==> src/rtl/counter_run_scheduler.sv <==
// counter_run_scheduler
//   Shares one 2-bit wrap counter between two requesters. A granted requester
//   gets a run of a programmable number of counter wrap-arounds, with enable
//   pulses paced by a shared divider. The scheduler clears the counter,
//   issues the paced enables, counts wrap flags and pulses completion.
//
// Ports
//   clk, reset   clock and synchronous active-high reset
//   req[1:0]     level requests, held until the matching done pulse
//   len0, len1   wraps per run for requester 0 / 1 (latched at grant)
//   div          extra idle cycles between enable pulses (latched at grant)
//   abort        ends a run in CLR/RUN without a done pulse
//   z_in         counter wrap flag (registered, changes on enabled edges only)
//   x_out        counter enable pulse
//   cnt_reset    counter synchronous clear
//   gnt[1:0]     one-hot grant, held for the whole run
//   done[1:0]    one-cycle completion pulse per requester
//   busy         high in any state other than IDLE
module counter_run_scheduler #(
  parameter int unsigned LEN_W = 4,
  parameter int unsigned DIV_W = 4
) (
  input  logic             clk,
  input  logic             reset,
  input  logic [1:0]       req,
  input  logic [LEN_W-1:0] len0,
  input  logic [LEN_W-1:0] len1,
  input  logic [DIV_W-1:0] div,
  input  logic             abort,
  input  logic             z_in,
  output logic             x_out,
  output logic             cnt_reset,
  output logic [1:0]       gnt,
  output logic [1:0]       done,
  output logic             busy
);

  // Phase counter must reach div+1, one bit wider than div.
  localparam int unsigned PH_W = DIV_W + 1;

  typedef enum logic [1:0] {
    IDLE,
    CLR,
    RUN,
    DONE
  } state_t;

  state_t           state, state_nxt;
  logic [1:0]       gnt_q, gnt_nxt;
  logic             ptr_q, ptr_nxt;
  logic [LEN_W-1:0] len_q, len_nxt;
  logic [DIV_W-1:0] div_q, div_nxt;
  logic [PH_W-1:0]  ph_q, ph_nxt;
  logic [LEN_W-1:0] wraps_q, wraps_nxt;

  logic [PH_W-1:0]  ph_last;
  logic [LEN_W-1:0] wraps_inc;
  logic             sel;
  logic             abort_hit;

  // Datapath helpers.
  always_comb begin
    ph_last   = {1'b0, div_q} + PH_W'(1);
    wraps_inc = wraps_q + LEN_W'(1);
    abort_hit = abort && ((state == CLR) || (state == RUN));
    // Both requesting: pointer decides. One requesting: that one wins.
    sel       = (req == 2'b11) ? ptr_q : req[1];
  end

  // State and run registers.
  always_ff @(posedge clk) begin
    if (reset) begin
      state   <= IDLE;
      gnt_q   <= '0;
      ptr_q   <= 1'b0;
      len_q   <= '0;
      div_q   <= '0;
      ph_q    <= '0;
      wraps_q <= '0;
    end else begin
      state   <= state_nxt;
      gnt_q   <= gnt_nxt;
      ptr_q   <= ptr_nxt;
      len_q   <= len_nxt;
      div_q   <= div_nxt;
      ph_q    <= ph_nxt;
      wraps_q <= wraps_nxt;
    end
  end

  // Next-state logic.
  always_comb begin
    state_nxt = state;
    gnt_nxt   = gnt_q;
    ptr_nxt   = ptr_q;
    len_nxt   = len_q;
    div_nxt   = div_q;
    ph_nxt    = ph_q;
    wraps_nxt = wraps_q;

    unique case (state)
      IDLE: begin
        if (req != 2'b00) begin
          gnt_nxt   = sel ? 2'b10 : 2'b01;
          len_nxt   = sel ? len1 : len0;
          div_nxt   = div;
          state_nxt = CLR;
        end
      end

      CLR: begin
        ph_nxt    = '0;
        wraps_nxt = '0;
        if (abort) begin
          state_nxt = IDLE;
          gnt_nxt   = '0;
          ptr_nxt   = ~ptr_q;
        end else if (len_q == '0) begin
          state_nxt = DONE;
        end else begin
          state_nxt = RUN;
        end
      end

      RUN: begin
        if (abort) begin
          state_nxt = IDLE;
          gnt_nxt   = '0;
          ptr_nxt   = ~ptr_q;
        end else begin
          ph_nxt = (ph_q == ph_last) ? '0 : ph_q + PH_W'(1);
          // z_in is only meaningful one cycle after a pulse.
          if ((ph_q == PH_W'(1)) && z_in) begin
            wraps_nxt = wraps_inc;
            if (wraps_inc == len_q) begin
              state_nxt = DONE;
            end
          end
        end
      end

      DONE: begin
        state_nxt = IDLE;
        gnt_nxt   = '0;
        ptr_nxt   = ~ptr_q;
      end

      default: begin
        state_nxt = IDLE;
        gnt_nxt   = '0;
      end
    endcase
  end

  // Outputs.
  always_comb begin
    gnt       = gnt_q;
    busy      = (state != IDLE);
    x_out     = (state == RUN) && (ph_q == '0);
    done      = (state == DONE) ? gnt_q : 2'b00;
    cnt_reset = reset || (state == CLR) || abort_hit;
  end

endmodule

==> config.mk <==
export PLATFORM = sky130hd
export DESIGN_NAME = counter_run_scheduler
export DESIGN_NICKNAME = d
export VERILOG_FILES = /design/src/rtl/counter_run_scheduler.sv
export SDC_FILE = /design/constraint.sdc
export NUM_CORES = 1
export LEC_CHECK = 0
export CORE_UTILIZATION = 51
export CTS_CLUSTER_SIZE = 28
export DETAILED_ROUTE_END_ITERATION = 12
export PLACE_DENSITY = 0.86
export SLEW_MARGIN = 15
export SYNTH_ARGS = -nofsm -noshare
export SYNTH_HDL_FRONTEND = slang
export SYNTH_SLANG_ARGS = --single-unit
==> constraint.sdc <==
create_clock -name clk -period 2.5 [get_ports clk]
set_input_delay 0.375 -clock clk [delete_from_list [all_inputs] [get_ports clk]]
set_output_delay 0.375 -clock clk [all_outputs]
set_load 0.05 [all_outputs]
Word-level counts from Yosys, hierarchy flattened

Index checks and enable logic that the tools add are counted.

Register bits after elaboration: 22
Latch bits: 0
RAM bits: 0
ROM bits: 0
Memories kept: 0

Add/subtract/negate cells: 3
Multipliers: 0
Divide/modulo/power cells: 0
Magnitude comparators: 0
Equal/unequal tests: 13
Shift operators: 0
Mux-type cells: 22
Bitwise gates (word level): 1
Reduce and logical (&&, ||, !) cells: 20

Operator list:

| operator            | number |
|---|---|
| $mux 2              | 9 |
| $mux 4              | 3 |
| $mux 5              | 2 |
| $pmux 5 s2          | 1 |
| $pmux 2 s4          | 1 |
| $pmux 4 s2          | 1 |
| $reduce_and 2->1    | 4 |
| $reduce_bool 2->1   | 4 |
| $eq 2x2->1 const B  | 3 |
| $ne 3x2->1 const B  | 2 |
| $pmux 2 s3          | 1 |
| $reduce_and 3->1    | 2 |
| $add 4x1->5 const B | 1 |
| $add 5x1->5 const B | 1 |
| $eq 5x1->1 const B  | 1 |
| $eq 5x5->1          | 1 |
| $logic_not 5->1     | 1 |
| $add 4x1->4 const B | 1 |
| $eq 4x4->1          | 1 |
| $logic_not 4->1     | 1 |
| $ne 2x1->1 const B  | 2 |
| $ne 2x2->1 const B  | 2 |
| $logic_and 1x1->1   | 3 |
| $logic_or 1x1->1    | 3 |
| other kinds (6)     | 8 |

Longest topological paths before layout

Gate-level depths: netlist (run 1).

Word-level depth: 6
Gate-level depth with buffers: 7
Gate-level depth less buffers: 7

Worst setup path after synthesis (run 1)

OpenSTA, ideal clock, no wires.

Kind: register to register
Start point: register div_q[0]
End point: register ph_q[0]
Arrival: 1.726 ns
Data required time: 2.372 ns
Setup slack: 0.646 ns
Cell stages (with the launch flop): 7
Period minus slack after synthesis: 1.854 ns
Cells stage by stage: dfxtp_1 -> ha_1 -> or4bb_2 -> a21oi_1 -> o311ai_1 -> a31oi_1 -> nor2_1

Longest elaborated chain between the ends: 5

Ends and longest elaborated chain:

| what                     | line | source |
|---|---|---|
| start: declaration       | 52   | `logic [DIV_W-1:0] div_q, div_nxt;` |
| start signal: assignment | 85   | `div_q <= div_nxt;` |
| $add 4x1->5              | 63   | `ph_last = {1'b0, div_q} + PH_W'(1);` |
| $eq 5x5->1               | 131  | `ph_nxt = (ph_q == ph_last) ? '0 : ph_q + PH_W'(1);` |
| $mux 5                   | 131  |  |
| $mux 5                   | 126  | `if (abort) begin` |
| $pmux 5 s2               | 101  | `unique case (state)` |
| end signal: assignment   | 86   | `ph_q <= ph_nxt;` |
| end: declaration         | 53   | `logic [PH_W-1:0] ph_q, ph_nxt;` |

No other way between the ends. The select of a mux whose other input is x is not followed.
A chain may end at the register's enable or synchronous reset.

Worst setup path in the final report (run 1)

Start point: register state[1]
End point: output port busy

Longest elaborated chain between the ends: 1

Ends and longest elaborated chain:

| what                     | line | source |
|---|---|---|
| start: declaration       | 48   | `state_t state, state_nxt;` |
| start signal: assignment | 81   | `state <= state_nxt;` |
| $reduce_bool 2->1        | 158  | `busy = (state != IDLE);` |
| end: declaration         | 35   | `output logic busy` |

No other way between the ends.

==> results of run 1 <==
==> cell usage after synthesis (all sizes together) (3+ instances only) <==
| cell | instances |
|---|---|
| dfxtp | 22 |
| nand2 | 17 |
| nor2 | 17 |
| a21oi | 15 |
| ha | 10 |
| nor3 | 9 |
| o21ai | 8 |
| inv | 7 |
| mux2i | 7 |
| xnor2 | 7 |
| xor2 | 7 |
| nand3 | 6 |
| a211oi | 4 |
| a31oi | 3 |
| and2 | 3 |
| clkbuf | 3 |
| nand3b | 3 |
| or3 | 3 |
==> worst max path at each step <==
stage,start,end,slack [ns],cells past startpoint
after floorplan,div_q[0],ph_q[0],0.65,6
after global placement,abort,wraps_q[3],0.36,5
after detailed placement,abort,wraps_q[3],0.27,5
after CTS,ph_q[2],x_out,0.03,3
after global routing,state[1],busy,0.03,4
final,state[1],busy,0.13,4
==> metal layers <==
layer / global-route usage / vias up
met3: 0.0259 / 11
met4: 0.0746 / 0
met2: 0.423 / 59
li1: - / 619
met5: 0 / -
met1: 0.240 / 569
==> power by group through the flow <==
stage	clock, mW	combinational, mW	sequential (mW)
3_3_place_gp	0	0.209	0.401
6_report	0.159	0.215	0.395
4_1_cts	0.160	0.216	0.394
2_1_floorplan	0	0.127	0.409
3_5_place_dp	0	0.214	0.402
5_1_grt	0.175	0.232	0.399
==> worst register-to-register path, cell delays in order (launching register included) <==
cell and delay, ns:
dfxtp_1 0.35, inv_1 0.12, ha_1 0.28, or2b_2 0.37, or3_4 0.40, or3_1 0.32
a21oi_1 0.15
==> flip-flops by register name (all words and copies together) (netlist names) <==
name and cells:
ph_q 5, div_q 4, len_q 4, wraps_q 4
gnt 2, state 2, ptr_q 1
==> kinds of logic (layout without fill, tap and decap cells) <==
group / count (synthesis) / in the layout / synth area share
compound gates: 33 / 33 / 0.142
simple gates: 67 / 67 / 0.254
xor+xnor: 14 / 14 / 0.0917
flops: 22 / 22 / 0.329
fa+ha+maj: 10 / 10 / 0.0935
buf+inv: 11 / 36 / 0.0365
mux: 7 / 7 / 0.0524
==> cell type report <==
cell class / count / area (um2) / area share
inverters: 7 / 26.3 / 0.0160
flip-flops and latches: 22 / 440 / 0.268
multi-input cells: 131 / 848 / 0.516
well taps: 30 / 37.5 / 0.0228
repair buffers: 26 / 268 / 0.163
clock buffers: 3 / 22.5 / 0.0137
==> through the flow <==
| step | util | power, mW | worst slack [ns] |
|---|---|---|---|
| 4_1_cts | 0.662 | 0.770 | 0.0281 |
| 3_5_place_dp | 0.653 | 0.617 | 0.275 |
| 5_1_grt | 0.663 | 0.806 | 0.0330 |
| 3_3_place_gp | 0.653 | 0.610 | 0.358 |
| 2_1_floorplan | - | 0.536 | 0.646 |
| 6_report | 0.663 | 0.768 | 0.134 |
==> impl_results.md, run 1 <==
* Status: finished clean
* Finished Cell Area at 1640 um2
* Cell Area, Synth at 1340 um2
* CP arrival at 1.99 ns
* Setup Viol. Count Final at 0
* Detail Route met3 WL at 165 um
* First-pass GRT wire length at 4.56 mm
* Root buf cell: clkbuf_4
* Total GRT Usage at 0.219
* Synth area leader: dfxtp_1
* Worst hold start: gnt[1]
* Leakage at 0.665 nW
* Hold Path Depth at 2
* Die Y at 53.2 um
* Share of cells above drive strength 1 at 0.0529
* Port bufs at 24
* Ys flop type: dfxtp_1
* Top-area cell type share of the netlist area at 0.329
* FF-to-FF setup slack at 0.46 ns
* Post-synth EDFFs at 0
* RSZ-0062 raised after global routing: false
* CP startpoint kind: flop
* Total Routed Length at 2.88 mm
* Top routing layer in use: met4
* Core area at 2480 um2
* Largest stage delay, worst path at 0.82 ns
* Fin nets at 219
* Initial cell density of the core at 0.540
* PD cells at 468 nW/um2
* Via-to-Cell Ratio at 5.74
* 1st-pass router iterations at 5
* Critical path data required time at 2.12 ns
* Int Pwr at between 0.5 and 0.6 mW
* Num CTS Buffers at 3
* Worst VDD drop at 0.400 mV
* Crit path buf inv count at 3
* Max_slew headroom at 0.532
* IO Pins at 25
* Placer Congestion at 0.847
* Initial antenna violation count at 0
* Worst Hold Path EP: gnt[1]
* Largest delay share family, worst path: buffers and inverters
* Worst-path clk slew at 0.12 ns
* Fin crit share at 0.946
* TritonCTS clock tree: built
* Cell Area, Placed at 1620 um2
* Comb pwr share at 0.280
* Min Clock Period, post-route at 2.37 ns
* Critical-path cell list: inv_1 > ha_1 > inv_1 > clkdlybuf4s50_1
* R2r startpoint: state[0]
* Slew Viols, Final at 0
* Hold Slack at 0.492 ns
* Critical path endpoint category: output port
* Worst slew pin tran at 0.691 ns
* # hold bufs at CTS at 0
* Synth Warn # at 0
* Max Cap Viol at 0
* Die ar. at 2830 um2
* Slowest cell on crit path: clkdlybuf4s50_1
* Fin Setup TNS at 0 ns
* Most frequent cells in the layout: 22 x dfxtp_1, 22 x clkdlybuf4s50_1, 17 x nand2_1, 17 x nor2_1, 15 x a21oi_1
* Post-CTS setup buffer count at 0
* H-tree depth at 1
* Most used cell, CP: inv_1
* Layout Skew at 0.00177 ns
* Worst Setup Path Type: flop to output port
* Synth cell types at 30
* Area grow syn2layout at 22.8%
* Critical path peak fanout at 5
* Total gr overflow at 0
* Register area share after synthesis at 0.329
* Hold Path Class: flop to flop
* Met2 wire len at 1.50 mm
* Clock power frac at 0.207
* Register share of total power at 0.513
* Antenna Cells at 0
* DRC at 0
* FILL cells at 204
* CTS resizes at 0
* Initial DRC Count at 39
* Yosys reg bits at 22
* Final HPWL DP at 2.26 mm
* Synth area leaders: dfxtp_1 33%, ha_1 9.4%, a21oi_1 5.6%, mux2i_1 5.2%, nand2_1 4.8%
* Clock Latency Late Sink at ~0.30 ns
* # rows at 18
* Switching share of power at 0.312
* Vias in the first global route at around 1100
* M1 WL at 1.17 mm
* Fin cells at 219
* F_max at 423 MHz
* Synthesized netlist net count at 192
* Average wire per standard cell at ~13 um
* NetSw at 0.239 mW
* Dpl cells at 216
* Register-to-Register Path Depth at 6
* Post-synthesis cell count at 164
* Final Hold Violating Endpoints at 0
* Largest net degree at the start of global routing at 23
* Syn_area_per_cell at 8.16 um2
* Clk buf depth at 2
* # clock sinks at 22
* Vias at 1258
* Antenna viol nets, final at 0
* R2r endpoint: wraps_q[3]
* Die X at about 53 um
* Asr flop ratio synth at 0
Power figures use the tool's default switching activity.
==> run 2, diff against run 1 <==
--- a/config.mk
+++ b/config.mk
@@ -5,6 +5,7 @@
 export SDC_FILE = /design/constraint.sdc
 export NUM_CORES = 1
 export LEC_CHECK = 0
+export CAP_MARGIN = 20
 export CORE_UTILIZATION = 51
 export CTS_CLUSTER_SIZE = 28
 export DETAILED_ROUTE_END_ITERATION = 12
==> results of run 2 <==
The final DEF is identical to that of run 1; final timing and power are the same.
